**config.mk**
```make
export PLATFORM = sky130hd
export DESIGN_NAME = rr_channel_arbiter
export DESIGN_NICKNAME = d
export VERILOG_FILES = /design/src/rtl/rr_channel_arbiter.sv
export SDC_FILE = /design/constraint.sdc
export NUM_CORES = 1
export LEC_CHECK = 0
export CAP_MARGIN = 25
export CORE_AREA = 2 2 297 299
export CTS_CLUSTER_DIAMETER = 60
export DETAILED_ROUTE_END_ITERATION = 16
export DIE_AREA = 0 0 299 301
export PLACE_DENSITY = 0.43
export SETUP_SLACK_MARGIN = 0.5
export SYNTH_ARGS = -nofsm -noshare
export SYNTH_HDL_FRONTEND = slang
export SYNTH_SLANG_ARGS = --single-unit
```
**constraint.sdc**
```tcl
create_clock -name clk -period 7.2 [get_ports clk]
set_input_delay 0.72 -clock clk [delete_from_list [all_inputs] [get_ports clk]]
set_output_delay 0.72 -clock clk [all_outputs]
set_load 0.01 [all_outputs]
```
**src/rtl/rr_channel_arbiter.sv**
```systemverilog
// Round-robin arbiter: shares one W-bit valid/ready output stage between NCH requesting channels.
// The winner's word is registered with its index, and a one-hot ack pulses when the word is accepted downstream.
module rr_channel_arbiter #(
    parameter int NCH  = 32,
    parameter int W    = 20,
    parameter int SELW = $clog2(NCH)
) (
    input  logic              clk,
    input  logic              rst_n,
    input  logic [NCH-1:0]    req,
    input  logic [NCH-1:0]    chan_en,
    input  logic [NCH*W-1:0]  data_in,
    output logic              out_valid,
    input  logic              out_ready,
    output logic [W-1:0]      out_data,
    output logic [SELW-1:0]   out_sel,
    output logic [NCH-1:0]    ack,
    output logic              busy
);

    typedef enum logic {IDLE, BUSY} state_t;

    state_t          state, state_next;
    logic [SELW-1:0] ptr, ptr_next;
    logic [SELW-1:0] pick_base, pick_idx;
    logic [NCH-1:0]  eligible, cand;
    logic            pick_found, transfer, load;

    assign eligible  = req & chan_en;
    assign out_valid = (state == BUSY);
    assign busy      = (state == BUSY);
    assign transfer  = out_valid & out_ready;

    always_comb begin
        ack = '0;
        if (transfer) ack[out_sel] = 1'b1;
    end

    // On a transfer the next pick starts just past the departing channel and excludes it,
    // which stops a lone requester from monopolising the output.
    always_comb begin
        pick_base = ptr;
        cand      = eligible;
        if (transfer) begin
            pick_base = out_sel + SELW'(1);
            cand      = eligible & ~(NCH'(1) << out_sel);
        end
    end

    always_comb begin
        pick_found = 1'b0;
        pick_idx   = '0;
        for (int i = 0; i < NCH; i++) begin
            if (!pick_found && cand[pick_base + SELW'(i)]) begin
                pick_found = 1'b1;
                pick_idx   = pick_base + SELW'(i);
            end
        end
    end

    always_comb begin
        state_next = state;
        ptr_next   = ptr;
        load       = 1'b0;
        case (state)
            IDLE: begin
                if (pick_found) begin
                    load       = 1'b1;
                    state_next = BUSY;
                end
            end
            BUSY: begin
                if (transfer) begin
                    ptr_next = out_sel + SELW'(1);
                    if (pick_found) load = 1'b1;
                    else            state_next = IDLE;
                end
            end
            default: state_next = IDLE;
        endcase
    end

    always_ff @(posedge clk or negedge rst_n) begin
        if (!rst_n) state <= IDLE;
        else        state <= state_next;
    end

    // data_in is sampled only when a winner is loaded; the held word ignores later changes.
    always_ff @(posedge clk or negedge rst_n) begin
        if (!rst_n) begin
            ptr      <= '0;
            out_sel  <= '0;
            out_data <= '0;
        end else begin
            ptr <= ptr_next;
            if (load) begin
                out_sel  <= pick_idx;
                out_data <= data_in[pick_idx*W +: W];
            end
        end
    end

endmodule

```
==> results.sh <==
export IMPL_die_y_um=301
export IMPL_wl_per_cell_um=30.48
export IMPL_areaGrowthSynthToFinish_pct=105.0
export IMPL_post_dp_hpwl_um=111200
export IMPL_finalSetupViolations=0
export IMPL_synth_top_cell_by_area="mux2i_1"
export IMPL_cts_buffers=5
export IMPL_slew_violations=0
export IMPL_period_needed_ps=6668
export IMPL_num_vias=21200
export IMPL_cp_data_required_time_ps=7350
export IMPL_avgViaCountPerCell=5.083
export IMPL_io_buffer_count=765
export IMPL_use_met1_pct=35.10
export IMPL_place_congestion=1.008
export IMPL_cts_sinks=31
export IMPL_outcome="finished clean"
export IMPL_post_place_ws_ps=-977.2
export IMPL_antenna_left=0
export IMPL_overflow=0
export IMPL_coreArea_mm2=0.08648
export IMPL_synth_top_area_share_pct=17.31
export IMPL_die_x_um=299
export IMPL_met2_usage_pct=43.64
export IMPL_critPathCaptureType="flop"
export IMPL_path_class="flop to flop"
export IMPL_synth_area_mm2=0.01393
export IMPL_synth_edff_count=0
export IMPL_root_buffer="clkbuf_16"
export IMPL_placed_area_mm2=0.02687
export IMPL_syn_inst=1773
export IMPL_finalHoldViolCount=0
export IMPL_cts_tree="yes"
export IMPL_ys_seq_area_share_pct=5.568
export IMPL_drt_total_wl_um=127100
export IMPL_crit_path_start_kind="flop"
export IMPL_min_path_cells=2
export IMPL_grt_pass1_wl_um=167000
export IMPL_initial_core_util_pct=16.11
export IMPL_ys_async_sr_fraction_pct=100.0
export IMPL_path_clk_slew_ps=60
export IMPL_crit_arrival_ps=6820
export IMPL_layout_nets=3732
export IMPL_instances_no_fill=4171
export IMPL_fmax_mhz=150.0
export IMPL_layout_commonest_cell="clkdlybuf4s50_1"
export IMPL_worst_slack_ps=532.2
export IMPL_r2r_cells=27
export IMPL_synth_area_per_cell_um2=7.859
export IMPL_dr_pass1_iters=6
export IMPL_htreeDepth=2
export IMPL_synthTopCellsByArea="mux2i_1 17%, mux4_2 8.6%, mux2_2 6.5%"
export IMPL_slew_headroom_pct=40.26
export IMPL_ys_types=100
export IMPL_grt_max_degree=40
export IMPL_layout_common_cells="763 x clkdlybuf4s50_1, 564 x buf_4, 233 x mux2i_1"
export IMPL_grtUsageMet3_pct=5.527
export IMPL_drive_gt1_share_pct=31.46
export IMPL_yosys_register_bits=31
export IMPL_place_inst=4089
export IMPL_antenna_found_initial=24
export IMPL_hp_class="flop to flop"
export IMPL_worstMarginPinSlew_ps=896.2
export IMPL_stdcell_area_mm2=0.02856
export IMPL_grt_usage_pct=26.27
export IMPL_drt_iter0_drc=2198
export IMPL_grt_pass1_vias=21090
export IMPL_busiest_layer="met2"
export IMPL_clockBufferDepth=2
export IMPL_fin_util_pct=33.03
export IMPL_rsz0062_at_grt="no"
export IMPL_io_pins=766
export IMPL_synth_ff_type="dfrtp_1"
export IMPL_timing_final_crit_share_pct=92.61
export IMPL_rows=108
export IMPL_insertion_delay_ps=290
export IMPL_ys_warn_count=0
export IMPL_skew_ps=6.563
export IMPL_maxCapViolCount=0
export IMPL_synthesis_nets=2498
export IMPL_worst_path_max_fanout=7
export IMPL_dieArea_mm2=0.09000
export IMPL_drc=0
==> worst max-delay path, stage by stage, from the launching register on <==
cell and delay (ps):
dfrtp_2 490, inv_2 80, ha_4 240, mux2_4 320, ha_4 180, inv_1 60
a21oi_1 50, buf_4 170, nor3_4 300, a2bb2oi_1 200, buf_4 190, a211oi_1 250
nor4_1 110, or4_4 540, or4_4 560, buf_6 170, buf_6 130, nor4_4 310
buf_4 210, a211oi_4 60, nand3_4 160, nand2_8 110, buf_12 160, mux2_4 340
o211ai_1 550, a21oi_2 200, o31ai_2 250, o211ai_1 110
==> stage by stage <==
step	hold WS [ps]	TNS, ps
2_1_floorplan	424.4	0
3_3_place_gp	541.2	-19220
3_5_place_dp	536.4	-18960
4_1_cts	548.9	0
5_1_grt	603.8	0
6_report	548.5	0
==> synthesized netlist by cell type (all sizes together), types with 11 or more instances <==
| cell type | number |
|---|---|
| o211ai | 89 |
| inv | 24 |
| dfrtp | 31 |
| clkbuf | 68 |
| a211oi | 23 |
| a21oi | 70 |
| nand4 | 55 |
| and3 | 11 |
| o31ai | 25 |
| nand2 | 97 |
| mux4 | 53 |
| nand3 | 84 |
| buf | 94 |
| a22oi | 33 |
| o21ai | 79 |
| nor2 | 120 |
| o22ai | 104 |
| mux2i | 242 |
| o211a | 13 |
| a21o | 17 |
| ha | 18 |
| and2 | 18 |
| a22o | 12 |
| nor4 | 16 |
| nor3 | 37 |
| xnor2 | 27 |
| mux2 | 117 |
| a31oi | 18 |
| nand2b | 29 |
==> routing by layer <==
metal	vias to the layer above	wire length, µm
met5	-	118
met4	18	2215
met3	88	10210
met2	987	60700
met1	10530	53910
li1	9584	-
==> logic make-up (layout without fill, tap and decap cells) <==
kind of cell	Yosys count	count (layout)	synth area share, %
flops	31	31	5.568
simple gates	547	548	21.61
mux	412	412	35.49
buf+inv	186	1419	6.555
other cells	0	9	0
xor+xnor	27	27	1.805
compound gates	552	552	27.35
fa+ha+maj	18	18	1.616
==> what timing repair did <==
| action | 4_1_cts | 5_1_grt |
|---|---|---|
| pin swaps | 21 | 66 |
| gates cloned | 0 | 6 |
| endpoints found under the setup margin | 23 | 20 |
| hold buffers | 0 | 0 |
| buffers inserted | 14 | 46 |
| endpoints found under the hold margin | 0 | 0 |
| resized for setup | 69 | 135 |
==> final cells by class <==
class / count / area, µm²
Multi-Input combinational cell: 1557 / 13120
Tap cell: 1155 / 1445
Antenna cell: 9 / 22.52
Timing Repair Buffer: 1388 / 12950
Sequential cell: 31 / 780.7
Clock buffer: 6 / 138.9
Clock inverter: 1 / 5.005
Inverter: 24 / 96.34
Fill cell: 9142 / 57920
==> worst paths after layout <==
| path | start | endpoint | slack, ps |
|---|---|---|---|
| setup reg to reg | out_sel[1] | out_data[15] | 530 |
| max in group asynchronous | rst_n | busy | 6020 |
| hold / removal | out_sel[3] | out_sel[3] | 550 |
| min in group asynchronous | rst_n | ptr[4] | 560 |
| hold reg to reg | out_sel[3] | out_sel[3] | 550 |
| setup / recovery | out_sel[1] | out_data[15] | 530 |
==> registers in the layout, indices dropped and copies added (netlist names) <==
register  flops
out_data     20
ptr           5
busy          1
out_sel       5
Power is left out: the tool's default activity adds up to more than one toggle a clock period on the data nets, which glitch-free logic cannot reach.
